`config.mk`:
```
export PLATFORM = sky130hd
export DESIGN_NAME = mac_engine
export DESIGN_NICKNAME = d
export VERILOG_FILES = /design/src/rtl/mac_pkg.sv /design/src/rtl/mac_lane.sv /design/src/rtl/mac_engine.sv
export SDC_FILE = /design/constraint.sdc
export NUM_CORES = 2
export LEC_CHECK = 0
export ABC_CLOCK_PERIOD_IN_PS = 10300
export BUFFER_PORTS_ARGS = -buffer_cell sky130_fd_sc_hd__buf_2
export CORE_UTILIZATION = 55
export DETAILED_ROUTE_END_ITERATION = 10
export HOLD_SLACK_MARGIN = 0.05
export PLACE_DENSITY_LB_ADDON = 0.08
export SETUP_SLACK_MARGIN = 0.02
export SYNTH_ARGS = -nofsm -noshare
export SYNTH_HDL_FRONTEND = slang
export SYNTH_SLANG_ARGS = --single-unit
```
`constraint.sdc`:
```
create_clock -name clk -period 10.3 [get_ports clk]
set_clock_uncertainty 0.05 [all_clocks]
set_input_delay 1.545 -clock clk [delete_from_list [all_inputs] [get_ports clk]]
set_output_delay 1.545 -clock clk [all_outputs]
set_load 0.01 [all_outputs]
```
`src/rtl/mac_pkg.sv`:
```
// mac_pkg: shared types and helpers for the multiply-accumulate engine.
//   state_t       - IDLE / RUN / DONE sequencing states
//   acc_width()   - accumulator width that cannot overflow for N taps of DW x DW
//   sat_*()       - clamp bounds at output width AW, evaluated in a wide signed
//                   type so they compare directly against the extended accumulator
package mac_pkg;

    typedef enum logic [1:0] {IDLE, RUN, DONE} state_t;

    // Widest accumulator / output the bound helpers can represent.
    localparam int MAX_W = 128;
    typedef logic signed [MAX_W-1:0] wide_t;

    // Full product is 2*DW bits; summing N of them needs clog2(N) more; one
    // extra bit keeps the unsigned sum positive when viewed as signed.
    function automatic int acc_width(input int n, input int dw);
        return 2 * dw + $clog2(n) + 1;
    endfunction

    function automatic wide_t sat_max_s(input int aw);
        return (wide_t'(1) <<< (aw - 1)) - wide_t'(1);
    endfunction

    function automatic wide_t sat_min_s(input int aw);
        return -(wide_t'(1) <<< (aw - 1));
    endfunction

    function automatic wide_t sat_max_u(input int aw);
        return (wide_t'(1) <<< aw) - wide_t'(1);
    endfunction

endpackage

```
`src/rtl/mac_lane.sv`:
```
// mac_lane: one combinational DW x DW multiplier, result extended to ACCW.
//   a, b  - operands
//   sgn   - 1: two's-complement operands, sign-extend; 0: unsigned, zero-extend
//   prod  - ACCW-bit product ready to add into the accumulator
module mac_lane #(
    parameter int DW   = 16,
    parameter int ACCW = 36
) (
    input  logic [DW-1:0]   a,
    input  logic [DW-1:0]   b,
    input  logic            sgn,
    output logic [ACCW-1:0] prod
);

    logic signed [2*DW-1:0] prod_s;
    logic        [2*DW-1:0] prod_u;

    // Operands widened explicitly so the multiply is done at full 2*DW width.
    assign prod_s = $signed({{DW{a[DW-1]}}, a}) * $signed({{DW{b[DW-1]}}, b});
    assign prod_u = {{DW{1'b0}}, a} * {{DW{1'b0}}, b};

    assign prod = sgn ? {{(ACCW-2*DW){prod_s[2*DW-1]}}, prod_s}
                      : {{(ACCW-2*DW){1'b0}}, prod_u};

endmodule

```
`src/rtl/mac_engine.sv`:
```
// mac_engine: N-tap dot product, P products per cycle.
//   clk, reset      - clock; asynchronous active-low reset
//   start           - begin an operation (sampled only in IDLE)
//   d, cmem         - N packed DW-bit data / coefficient elements
//   mode_signed     - signed operands when 1
//   sat_en          - clamp to AW range when 1, wrap when 0
//   out, ovf        - registered result and out-of-range flag, held until next DONE
//   done            - one-cycle pulse as out/ovf update
//   busy            - high from capture edge up to the edge that raises done
module mac_engine
    import mac_pkg::*;
#(
    parameter int N  = 8,
    parameter int DW = 16,
    parameter int AW = 32,
    parameter int P  = 1
) (
    input  logic          clk,
    input  logic          reset,
    input  logic          start,
    input  logic [N*DW-1:0] d,
    input  logic [N*DW-1:0] cmem,
    input  logic          mode_signed,
    input  logic          sat_en,
    output logic [AW-1:0] out,
    output logic          done,
    output logic          busy,
    output logic          ovf
);

    localparam int ACCW = acc_width(N, DW);
    localparam int KW   = $clog2(N + 1);

    generate
        if (N % P != 0) begin : g_bad_p
            $error("mac_engine: P (%0d) must divide N (%0d)", P, N);
        end
        if (ACCW >= MAX_W || AW >= MAX_W || AW < 2) begin : g_bad_w
            $error("mac_engine: unsupported widths ACCW=%0d AW=%0d", ACCW, AW);
        end
    endgenerate

    state_t state, state_nx;

    logic [N*DW-1:0] d_q, c_q;
    logic            sgn_q, sat_q;
    logic [KW-1:0]   k;
    logic [ACCW-1:0] acc;

    logic [P-1:0][DW-1:0]   lane_a, lane_b;
    logic [P-1:0][ACCW-1:0] lane_p;
    logic [ACCW-1:0]        step_sum;

    // Taps k..k+P-1 feed the lanes this cycle.
    always_comb begin
        for (int j = 0; j < P; j++) begin
            lane_a[j] = d_q[(int'(k) + j) * DW +: DW];
            lane_b[j] = c_q[(int'(k) + j) * DW +: DW];
        end
    end

    generate
        for (genvar j = 0; j < P; j++) begin : g_lane
            mac_lane #(.DW(DW), .ACCW(ACCW)) u_lane (
                .a    (lane_a[j]),
                .b    (lane_b[j]),
                .sgn  (sgn_q),
                .prod (lane_p[j])
            );
        end
    endgenerate

    // Two's-complement addition at ACCW bits is exact for both modes.
    always_comb begin
        step_sum = '0;
        for (int j = 0; j < P; j++) step_sum = step_sum + lane_p[j];
    end

    // ---------------- sequencing ----------------
    always_ff @(posedge clk or negedge reset) begin
        if (!reset) state <= IDLE;
        else        state <= state_nx;
    end

    always_comb begin
        state_nx = state;
        case (state)
            IDLE:    if (start) state_nx = RUN;
            RUN:     if (k == KW'(N - P)) state_nx = DONE;
            DONE:    state_nx = IDLE;
            default: state_nx = IDLE;
        endcase
    end

    assign busy = (state != IDLE);

    // ---------------- result narrowing ----------------
    wide_t         acc_w;
    logic          hi, lo;
    logic [AW-1:0] res;

    always_comb begin
        // Unsigned sums are never negative, so only signed mode sign-extends.
        acc_w = {{(MAX_W-ACCW){sgn_q & acc[ACCW-1]}}, acc};
        if (sgn_q) begin
            hi = acc_w > sat_max_s(AW);
            lo = acc_w < sat_min_s(AW);
        end else begin
            hi = acc_w > sat_max_u(AW);
            lo = 1'b0;
        end
        res = acc_w[AW-1:0];
        if (sat_q && hi) begin
            res = '1;
            if (sgn_q) res[AW-1] = 1'b0;
        end else if (sat_q && lo) begin
            res = '0;
            res[AW-1] = 1'b1;
        end
    end

    // ---------------- datapath ----------------
    always_ff @(posedge clk or negedge reset) begin
        if (!reset) begin
            d_q   <= '0;
            c_q   <= '0;
            sgn_q <= 1'b0;
            sat_q <= 1'b0;
            k     <= '0;
            acc   <= '0;
            out   <= '0;
            ovf   <= 1'b0;
            done  <= 1'b0;
        end else begin
            done <= 1'b0;
            case (state)
                IDLE: if (start) begin
                    d_q   <= d;
                    c_q   <= cmem;
                    sgn_q <= mode_signed;
                    sat_q <= sat_en;
                    acc   <= '0;
                    k     <= '0;
                end
                RUN: begin
                    acc <= acc + step_sum;
                    // Wrap back to 0 on the last step so k never indexes past N.
                    k   <= (k == KW'(N - P)) ? '0 : k + KW'(P);
                end
                DONE: begin
                    out  <= res;
                    ovf  <= hi | lo;
                    done <= 1'b1;
                end
                default: ;
            endcase
        end
    end

endmodule

```
==> parameters.txt <==
Parameter                              Value

Setup path
  Worst r2r dst ... acc[35]$_DFFE_PN0P_
  Register-to-Register Path Depth ... 36
  Required arrival time at the worst endpoint ... about 11000 ps
  Reg2Reg Launch Point ... k[0]$_DFFE_PN0P_
  Crit start category ... flip-flop
  Worst path arrival time ... 10300 ps
  Slowest library cell on the worst path ... fa_1
  Endpoint type of the worst setup path ... flip-flop
  Reg-to-reg setup timing slack ... 450 ps
  Delay of the slowest cell on the worst path ... between 500 and 600 ps
  Crit path max fanout ... 12
  Critical path class ... reg -> reg

Hold path
  Worst Hold Path EP ... c_q[31]$_DFFE_PN0P_
  Class of the most critical hold timing path ... reg -> reg
  Instance count along the most critical hold path ... 2
  Hold path start ... c_q[31]$_DFFE_PN0P_

Floorplanning
  Initial core utilization ... a little under three fifths
  Floorplan die height ... 239 microns
  Core area ... between 0.05 and 0.06 sq mm
  Die Footprint ... 0.0573 sq mm
  Number of placed I/O pins ... about 300
  Horiz. Die Dim ... 239 microns
  Rows ... 86

Clocking
  CTS sink cnt ... 334
  Root cell of the clock tree ... clkbuf_16
  Insertion delay of the later-clocked pin in the worst-skew pair ... 560 ps
  Number of CTS-inserted buffers ... 37
  TritonCTS clock tree ... done
  Clock slew at the register clock pins of the worst setup and hold paths ... 60 ps
  Maximum clock insertion buffer count ... 3
  Post-cts hold buffer count ... 0
  H-tree depth ... 2

Final layout
  Fraction of layout instances using a drive strength above 1 ... 15.2%
  Nets ... approximately 4600
  Area overhead of the layout relative to synthesis ... 13.1%
  Final-layout fill cell count ... 4759

STA
  Shortest period the worst path allows ... 9850 ps
  Rel. slew slack ... between 20% and 30%
  Count of final max-slew check failures ... 0
  Post-route clock period utilization ... between 90% and 100%
  Achievable Freq ... 0.102 GHz
  Summed negative setup slack over all endpoints ... 0 ps
  Count of final setup violators ... 0
  Actual slew at the worst max-slew pin ... 1120 ps
  Final Hold Viols ... 0
  RSZ-0062 raised after global routing ... false

Global route
  Pin count of the biggest net entering global routing ... 245
  Vias in the first global route ... 25800
  GRT Util Overall ... 32.8%
  Initial antenna violation count ... 5
  First-pass GRT wire length ... 143 mm
  Overflow left after global routing ... 0

Yosys
  Async set or reset register ratio after synthesis ... 100%
  Flip-flop and latch count after synthesis ... about 330
  Share of synthesized area occupied by flip-flops and latches ... 27.0%
  Post-Synthesis Cell Area ... 0.0310 sq mm
  Post-synth EDFFs ... 0
  Synth area leaders ... dfrtp_1, fa_1, nand2_1
  Ys flop type ... dfrtp_1
  Post-synthesis net count ... 4322
  Library cell with the largest summed area after synthesis ... dfrtp_1
  Area fraction of the dominant cell type after synthesis ... 27.0%
  Mean post-synth cell area ... 8.83 sq um
  Number of warnings issued by yosys ... 0
  Cells after synthesis ... 3506
  Distinct cell type count of the synthesized netlist ... 64

Placement
  Count of port buffers added during placement ... ~300
  Placed wire-length estimate after detailed placement ... about 74 mm
  Final weighted congestion in routability-driven placement ... 1.03

Drt
  Number of DRC violations after detailed-routing iteration 0 ... roughly 1700
  Number of DRC violations after detailed routing ... 0
  Vias per std cell ... 5.44
  Routed Wire Length ... 91.1 mm
  Length of the first detailed-routing pass in iterations ... 5
  WL/cell ... 20.0 microns
  Total vias in the final route ... 24800
  Final antenna-violating net count ... 0

Status
  Outcome ... finished clean

Run
  Maxcap violations ... 0
[timing repair]
action | 4_1_cts | 5_1_grt
setup buffers | 0 | 15
endpoints found under the setup margin | 0 | 12
endpoints found under the hold margin | 0 | 0
gates resized for setup | 0 | 44
[cells in the final DEF (no fill, tap or decap), types with 6 or more instances in the layout]
cell type     n
xor2_1       42
a21o_1       49
buf_12        7
nor2b_1      12
nand2b_1     31
buf_4        78
or2_4         6
clkbuf_16    38
o211ai_1      6
a21o_2        6
a21oi_1     129
o21bai_1     14
nand3_1      46
or2_2        20
inv_1       514
buf_2       294
and3_1        7
nor3_1        9
nor2_1      184
o21a_1       12
o21ai_0     122
o31ai_1       6
fa_1        367
nand2_1    1024
mux2i_1      16
dfrtp_1     331
a211oi_1      7
xnor2_1      43
clkbuf_1      7
mux4_2       64
ha_1        187
clkbuf_8      8
[metal layers]
metal,wire (microns),up-vias,global-route usage (%),share of wire (%)
met5,46,-,0,0.051
met2,42900,768,53.5,47
met4,3950,8,12.8,4.3
met3,5260,160,4.83,5.8
li1,-,11500,-,-
met1,38900,12400,44.3,43
[state kept, by name (all words and copies together) (netlist names)]
signal	count
acc	36
c_q	128
d_q	128
done	1
k	4
out	32
ovf	1
sat_q	1
sgn_q	1
state	2
[worst max-delay path, delay by kind of cell, from the launching register on]
family	cells	cell delay (ps)
AO/OA/AOI/OAI	7	1660
XOR/XNOR	1	170
adder cells (fa/ha/maj)	8	3900
buffers and inverters	8	620
flip-flops	1	500
multiplexers	2	770
AND/OR/NAND/NOR	10	2090
[synth_stat cells (3+ instances only)]
master,instances
ha_1,187
o21bai_1,14
or2_2,26
mux2i_1,17
o21ai_1,4
nor3_1,9
nand3b_1,3
xor2_1,42
dfrtp_1,334
a21o_1,59
clkbuf_1,132
nor2b_1,13
mux2_2,3
mux4_2,64
o31ai_1,6
a22oi_1,5
buf_4,4
a21oi_1,131
o22ai_1,3
buf_2,6
a41oi_1,3
nand3_1,46
a21boi_0,4
a31oi_1,6
o21ai_0,125
and2_1,5
o211ai_1,6
and3_1,7
fa_1,368
buf_1,10
a211oi_1,10
nor4_1,4
o21a_1,12
xnor2_1,43
nor2_1,186
inv_1,514
nand2_1,1026
nand2b_1,33
a211o_1,3
[per-stage QoR]
stage               hold WS, ps  instance area [sq um]  setup slack, ps  cells  util [%]
CTS                         422                  34700             63.5   4535      62.7
global route                444                  35000             21.0   4551      63.2
finish                      418                  35000              450   4554      63.2
floorplan                   390                  31000              801   3506         -
global placement            403                  33500              232   4470      60.4
detailed placement          408                  33500             95.9   4470      60.4
[kinds of logic (layout without fill, tap and decap cells)]
family / Yosys count / count (layout) / share of synthesized area [%]
xor gates and xnor gates: 85 / 85 / 2.40
AOI/OAI and AO/OA: 412 / 412 / 8.10
and+or+nand+nor: 1370 / 1370 / 17.7
adders and majority gates: 555 / 555 / 31.3
DFF: 334 / 334 / 27.0
muxes: 84 / 84 / 5.31
other: 0 / 4 / 0
buffers and inverters: 666 / 962 / 8.14
[how the worst max path moves through the flow]
stage	startpoint	endpoint	cells past startpoint
finish	k[0]$_DFFE_PN0P_	acc[35]$_DFFE_PN0P_	36
global route	k[0]$_DFFE_PN0P_	acc[35]$_DFFE_PN0P_	38
CTS	k[0]$_DFFE_PN0P_	acc[35]$_DFFE_PN0P_	38
detailed placement	k[0]$_DFFE_PN0P_	acc[35]$_DFFE_PN0P_	36
global placement	k[0]$_DFFE_PN0P_	acc[35]$_DFFE_PN0P_	38
floorplan	k[0]$_DFFE_PN0P_	acc[35]$_DFFE_PN0P_	40
[area by class of cell]
| type | count | area [sq um] | area share (%) |
|---|---|---|---|
| tap | 748 | 936 | 2.67 |
| inverter | 514 | 1930 | 5.51 |
| sequential | 334 | 8360 | 23.9 |
| antenna | 4 | 10.0 | 0.0286 |
| timing repair buffer | 383 | 2260 | 6.45 |
| clock buffer | 53 | 1090 | 3.10 |
| clock inverter | 12 | 200 | 0.572 |
| multi-input combinational | 2506 | 20200 | 57.8 |
Power is left out: the tool's default activity adds up to more than one toggle a clock period on the data nets, which glitch-free logic cannot reach.
